File: src/rtl/cmd_arb.sv
// Two-requester arbiter in front of the command processor. It grants one command at a
// time, holds it stable until completion, routes the response back and times out hangs.
module cmd_arb #(
  parameter int unsigned TMO_CYC  = 250_000_000,
  parameter logic [3:0]  TOUR_OPC = 4'h4
) (
  input  logic        clk,
  input  logic        rst,
  input  logic [15:0] host_cmd,
  input  logic        host_cmd_rdy,
  output logic        host_clr_cmd_rdy,
  output logic        host_resp,
  input  logic [15:0] tour_cmd,
  input  logic        tour_cmd_rdy,
  output logic        tour_clr_cmd_rdy,
  output logic        tour_resp,
  input  logic        tour_active,
  output logic [15:0] cmd,
  output logic        cmd_rdy,
  input  logic        clr_cmd_rdy,
  input  logic        send_resp,
  output logic        busy,
  output logic        src,
  output logic        tmo_err
);

  localparam int CW = (TMO_CYC > 1) ? $clog2(TMO_CYC) : 1;
  localparam logic [CW-1:0] TMO_LAST = CW'(TMO_CYC - 1);

  typedef enum logic [1:0] {IDLE, ISSUE, WAIT_RESP, GAP} state_t;

  state_t        state, state_nxt;
  logic [CW-1:0] cnt, cnt_nxt;
  logic          fin, fin_nxt;
  logic [15:0]   cmd_nxt;
  logic          src_nxt, cmd_rdy_nxt;
  logic          host_clr_nxt, tour_clr_nxt, host_resp_nxt, tour_resp_nxt, tmo_nxt;

  // Handshake: cmd_rdy rises with the grant and falls the cycle after clr_cmd_rdy is
  // sampled high; every other output toward a requester is a one-cycle pulse.
  always_comb begin
    state_nxt     = state;
    cnt_nxt       = cnt;
    fin_nxt       = 1'b0;
    cmd_nxt       = cmd;
    src_nxt       = src;
    cmd_rdy_nxt   = cmd_rdy;
    host_clr_nxt  = 1'b0;
    tour_clr_nxt  = 1'b0;
    host_resp_nxt = 1'b0;
    tour_resp_nxt = 1'b0;
    tmo_nxt       = 1'b0;
    case (state)
      IDLE: begin
        cmd_rdy_nxt = 1'b0;
        if (tour_active && tour_cmd_rdy) begin
          cmd_nxt      = tour_cmd;
          src_nxt      = 1'b1;
          tour_clr_nxt = 1'b1;
          cmd_rdy_nxt  = 1'b1;
          state_nxt    = ISSUE;
        end else if (!tour_active && host_cmd_rdy) begin
          cmd_nxt      = host_cmd;
          src_nxt      = 1'b0;
          host_clr_nxt = 1'b1;
          cmd_rdy_nxt  = 1'b1;
          state_nxt    = ISSUE;
        end
      end
      ISSUE: begin
        if (clr_cmd_rdy) begin
          cmd_rdy_nxt = 1'b0;
          if (cmd[15:12] == TOUR_OPC) begin
            state_nxt = GAP;
          end else begin
            state_nxt = WAIT_RESP;
            cnt_nxt   = '0;
          end
        end
      end
      WAIT_RESP: begin
        // fin marks the cycle the resp/tmo pulse is visible; leave only after it.
        if (fin) begin
          state_nxt = GAP;
        end else if (send_resp) begin
          fin_nxt       = 1'b1;
          host_resp_nxt = ~src;
          tour_resp_nxt = src;
        end else if (cnt == TMO_LAST) begin
          fin_nxt = 1'b1;
          tmo_nxt = 1'b1;
        end else begin
          cnt_nxt = cnt + 1'b1;
        end
      end
      GAP: state_nxt = IDLE;
      default: state_nxt = IDLE;
    endcase
  end

  always_ff @(posedge clk) begin
    if (rst) begin
      state            <= IDLE;
      cnt              <= '0;
      fin              <= 1'b0;
      cmd              <= 16'h0000;
      src              <= 1'b0;
      cmd_rdy          <= 1'b0;
      host_clr_cmd_rdy <= 1'b0;
      tour_clr_cmd_rdy <= 1'b0;
      host_resp        <= 1'b0;
      tour_resp        <= 1'b0;
      tmo_err          <= 1'b0;
      busy             <= 1'b0;
    end else begin
      state            <= state_nxt;
      cnt              <= cnt_nxt;
      fin              <= fin_nxt;
      cmd              <= cmd_nxt;
      src              <= src_nxt;
      cmd_rdy          <= cmd_rdy_nxt;
      host_clr_cmd_rdy <= host_clr_nxt;
      tour_clr_cmd_rdy <= tour_clr_nxt;
      host_resp        <= host_resp_nxt;
      tour_resp        <= tour_resp_nxt;
      tmo_err          <= tmo_nxt;
      busy             <= (state_nxt != IDLE);
    end
  end

endmodule
File: config.mk
export PLATFORM = sky130hd
export DESIGN_NAME = cmd_arb
export DESIGN_NICKNAME = d
export VERILOG_FILES = /design/src/rtl/cmd_arb.sv
export SDC_FILE = /design/constraint.sdc
export NUM_CORES = 1
export LEC_CHECK = 0
export CAP_MARGIN = 0
export CORE_AREA = 8 8 147 94
export CTS_CLUSTER_DIAMETER = 40
export CTS_CLUSTER_SIZE = 20
export DETAILED_ROUTE_END_ITERATION = 8
export DIE_AREA = 0 0 155 102
export PLACE_DENSITY_LB_ADDON = 0.3
export SETUP_SLACK_MARGIN = 0.15
export SLEW_MARGIN = 5
export SYNTH_ARGS = -nofsm -noshare
export SYNTH_HDL_FRONTEND = slang
export SYNTH_SLANG_ARGS = --single-unit
File: constraint.sdc
create_clock -name clk -period 5.8 [get_ports clk]
set_input_delay 1.16 -clock clk [delete_from_list [all_inputs] [get_ports clk]]
set_output_delay 1.16 -clock clk [all_outputs]
set_load 0.005 [all_outputs]
# == Yosys cells after proc, flatten, opt, wreduce, memory -nomap -nowiden ==
# Index checks and enable logic that the tools add are counted.
# op_classes
add_sub_neg,1
n_eq_ne,10
mux,23
bitwise_logic,4
reduce_logical,16
# op_table
operator,n
2-to-1 mux 28 bit,5
one-hot mux 28 bit (2 select lines),1
2-to-1 mux 16 bit,2
"adder 28 x 1 -> 28 bit, second input constant",1
"== test 28 bit, second input constant",1
"inequality test 2 bit, second input constant",5
2-to-1 mux 1 bit,9
2-to-1 mux 2 bit,4
one-hot mux 2 bit (4 select lines),1
nonzero test 2 bit,4
OR reduction 4 bit,2
AND reduction 6 bit,1
OR reduction 3 bit,2
"== test 2 bit, second input constant",2
"== test 4 x 3 -> 1 bit, second input constant",1
NOT 1 bit,4
AND reduction 2 bit,2
"== test 2 x 1 -> 1 bit, second input constant",1
logical AND 1 bit,2
zero test 2 bit,1
one-hot mux 1 bit (2 select lines),1
OR reduction 2 bit,1
zero test 1 bit,1
# totals
ff_bits,55
in_bits,39

# == Longest topological paths before layout ==
# logic_depth
ltp_word,6
ltp_mapped,7

# == Worst setup path after synthesis ==
# No wires, ideal clock.
# synth_path
kind,input to register
startpoint,in tour_active
endpoint,reg cmd[0]
setup_time_ns,0.091
arrival_time_ns,2.323
slack_ns,3.386
path_stages,6
path_cell_list,buf_2 nand2_1 a211oi_2 buf_2 nor2_1 a311oi_1
# synth_via
elab_chain_len,4
elab_cells_between_ends,6
classes_between,mux: 1; reduce/logical: 5
# synth_rtl
item,line,source
start: declaration,17,"input logic tour_active,"
zero test 1 bit,62,end else if (!tour_active && host_cmd_rdy) begin
logical AND 1 bit,62,
nonzero test 2 bit (no line),n/a,
AND reduction 2 bit (no line),n/a,
end signal: assignment,119,cmd <= cmd_nxt;
end: declaration,18,"output logic [15:0] cmd,"
# Several ways; a longest one is shown, not always the timed one.
# A chain may end at the register's enable or synchronous reset.

# == Worst setup path in the final report ==
# layout_path
startpoint,in tour_active
endpoint,reg src
# layout_via
elab_chain_len,4
elab_cells_between_ends,6
classes_between,mux: 1; reduce/logical: 5
# layout_rtl
item,line,source
zero test 1 bit,62,
logical AND 1 bit,62,
nonzero test 2 bit (no line),n/a,
AND reduction 2 bit (no line),n/a,
end signal: assignment,120,src <= src_nxt;
end: declaration,23,"output logic src,"
# Several ways; a longest one is shown, not always the timed one.

==> impl_metrics.tcl <==
set metrics [dict create \
    final_nets 426 \
    synth_area_leaders "dfxtp_1 39%, nand2_1 5.6%, nand3_1 5.3%, a311oi_1 4.9%, nor2_1 4.8%" \
    layout_min_cycle_time_ns 3.94 \
    wl_mm 8.76 \
    io_buffers 62 \
    min_path_cells 1 \
    cts_tree "done" \
    grt_setup_unrepaired "no" \
    synth.most_common_cell "dfxtp_1" \
    cp.required_ns 5.99 \
    ff2ff_setup_slack_ns 3.44 \
    regArea_um2 1100 \
    grt_pass1_wl_mm 14.3 \
    fin_crit_sh_pct 67.9 \
    path_max_fanout 34 \
    critPathKind "primary input to register" \
    core-area_um2 11700 \
    gp_congestion 0.793 \
    rows 31 \
    swShare_pct 25.9 \
    dieArea_um2 15800 \
    ctsResizeCount 0 \
    synth_top_cell_by_area "dfxtp_1" \
    regToRegStartpoint "state[0]" \
    synth_warnings 0 \
    cts_hold_buffers 0 \
    wire_per_inst_um 15.9 \
    htree_num_levels 2 \
    syn_to_final_growth_pct 31.6 \
    ys_seq_elements 55 \
    ir_drop_v 0.0000910 \
    cts.path.max_buffers 2 \
    synth_common_cells "55 x dfxtp_1, 42 x nand2_1, 36 x nor2_1, 30 x nand3_1, 16 x a311oi_1" \
    antenna_found_initial 0 \
    tightest_slew_ns 1.22 \
    holdCritStartpoint "src" \
    ioPinCount 63 \
    cts_buffers 5 \
    fp.dieH_um 102 \
    p_int_uw 643 \
    syn_avg_cell_area_um2 8.42 \
    fp.dieW_um 155 \
    arrival_ns 4.13 \
    synth_async_sr_flop_share_pct 0 \
    clk_latency_ns 0.30 \
    maxSlewViolCount 0 \
    synth.distinct_cells 62 \
    r2r_end "cnt[24]" \
    p_clk_share_pct 36.6 \
    comb_power_share_pct 16.3 \
    track_usage_pct 11.4 \
    cts.clk_slew.worst_paths_ns 0.07 \
    numPlacedInstances 544 \
    holdPathEnd "host_resp" \
    fin_skew_ns 0.00845 \
    cap_violations 0 \
    clock-sinks 55 \
    start_kind "primary input" \
    p_sw_uw 224 \
    setup_viol 0 \
    overflow 0 \
    drt_iter0_drc 207 \
    finalHoldViolCount 0 \
    synth_top_flop_cell "dfxtp_1" \
    status "completed" \
    n_fill_cell 1198 \
    netlist_area_um2 2840 \
    grt_max_degree 35 \
    postCtsSetupRepairBufs 0 \
    n_antenna_cell 0 \
    synth_top_area_share_pct 38.8 \
    slew_headroom_pct 18.7 \
    viasPerCell 4.93 \
    drcViolationCount 0 \
    tns_ns 0 \
    synth_edf_count 0 \
    antenna_left 0 \
    cellPowerDensity_nw_per_um2 232 \
    netlist_instances 337 \
    syn_nets 377 \
    ys_seq_area_share_pct 38.8 \
    p_leak_uw 0.00124 \
    hold_class "register to register" \
    drive_gt1_share_pct 7.24 \
    r2r_cells 5 \
    crit_path_end_kind "register" \
    vias 2722 \
    grt_pass1_vias 2570 \
    first_pass_iters 4 \
    multi_input_area_um2 1630 \
    power_frac_seq_pct 47.0 \
    clockRootBuffer "clkbuf_16" \
    place.detailed.hpwl_mm 6.64 \
    start_util_pct 24.3 \
    final_cells 552 \
    max_freq_mhz 254 \
]
[flip-flops by register name, indices dropped and copies added (netlist names)]
name / cells
busy: 1
cmd: 16
cmd_rdy: 1
cnt: 28
fin: 1
host_clr_cmd_rdy: 1
host_resp: 1
src: 1
state: 2
tmo_err: 1
tour_clr_cmd_rdy: 1
tour_resp: 1
[critical path, stage by stage]
cell and delay [ns]:
clkdlybuf4s50_1 0.83, nand2_1 0.55, a211oi_4 1.15, inv_1 0.14
a31o_2 0.29
[worst max-delay path by stage]
stage,from,to,depth (start not counted)
2_1_floorplan,tour_active,cmd[0],6
3_3_place_gp,tour_active,src,5
3_5_place_dp,tour_cmd_rdy,src,5
4_1_cts,tour_cmd_rdy,src,5
5_1_grt,tour_active,src,5
6_report,tour_active,src,5
[power by group through the flow]
stage	sequential (µW)	combinational, µW	clock (µW)
global route	411	154	344
floorplan	414	68.7	0
global placement	416	142	0
finish	408	142	318
CTS	408	143	325
detailed placement	417	143	0
[stage by stage]
step                setup slack, ns  hold slack (ns)  cell area (µm²)  util (%)  power (µW)
global route                   1.52            0.505             3740      32.0         909
global placement               1.64            0.445             3580      30.7         558
CTS                            1.85            0.472             3740      32.0         877
finish                         1.86            0.466             3740      32.0         867
detailed placement             1.52            0.456             3580      30.7         560
floorplan                      3.39            0.436             2840         -         483
[per-layer routing]
layer,GRT usage (%),share of wire (%)
met1,16.4,50
met2,16.6,42
met3,2.70,6.5
met4,2.62,0.89
met5,0,0
[cell families (layout without fill, tap and decap cells)]
logic type      after synthesis  in the layout  synth area share [%]
compound gates               66             66                  18.5
xor+xnor                      7              7                  2.16
buf+inv                      26             76                  4.19
mux                           8              8                  2.82
flops                        55             55                  38.8
fa+ha+maj                     1              1                 0.441
simple gates                174            174                  33.1
[cell usage in the layout (no fill, tap or decap), types with 7 or more instances in the layout]
cell / instances
mux2i_1: 8
a311oi_1: 16
nand4_1: 7
nor2_1: 36
nand2_1: 42
dfxtp_1: 55
clkdlybuf4s50_1: 62
nand3_1: 30
nor4_1: 9
o21ai_0: 9
a21oi_1: 10
[cell type report]
type                    instances  area share, %
clock buffers                   6           3.72
multi-input cells             256           43.5
inverters                       5          0.502
clock inverters                 2          0.435
well taps                     165           5.53
flip-flops and latches         55           29.5
repair buffers                 63           16.8
No activity file was read; power rests on OpenSTA's default activity.
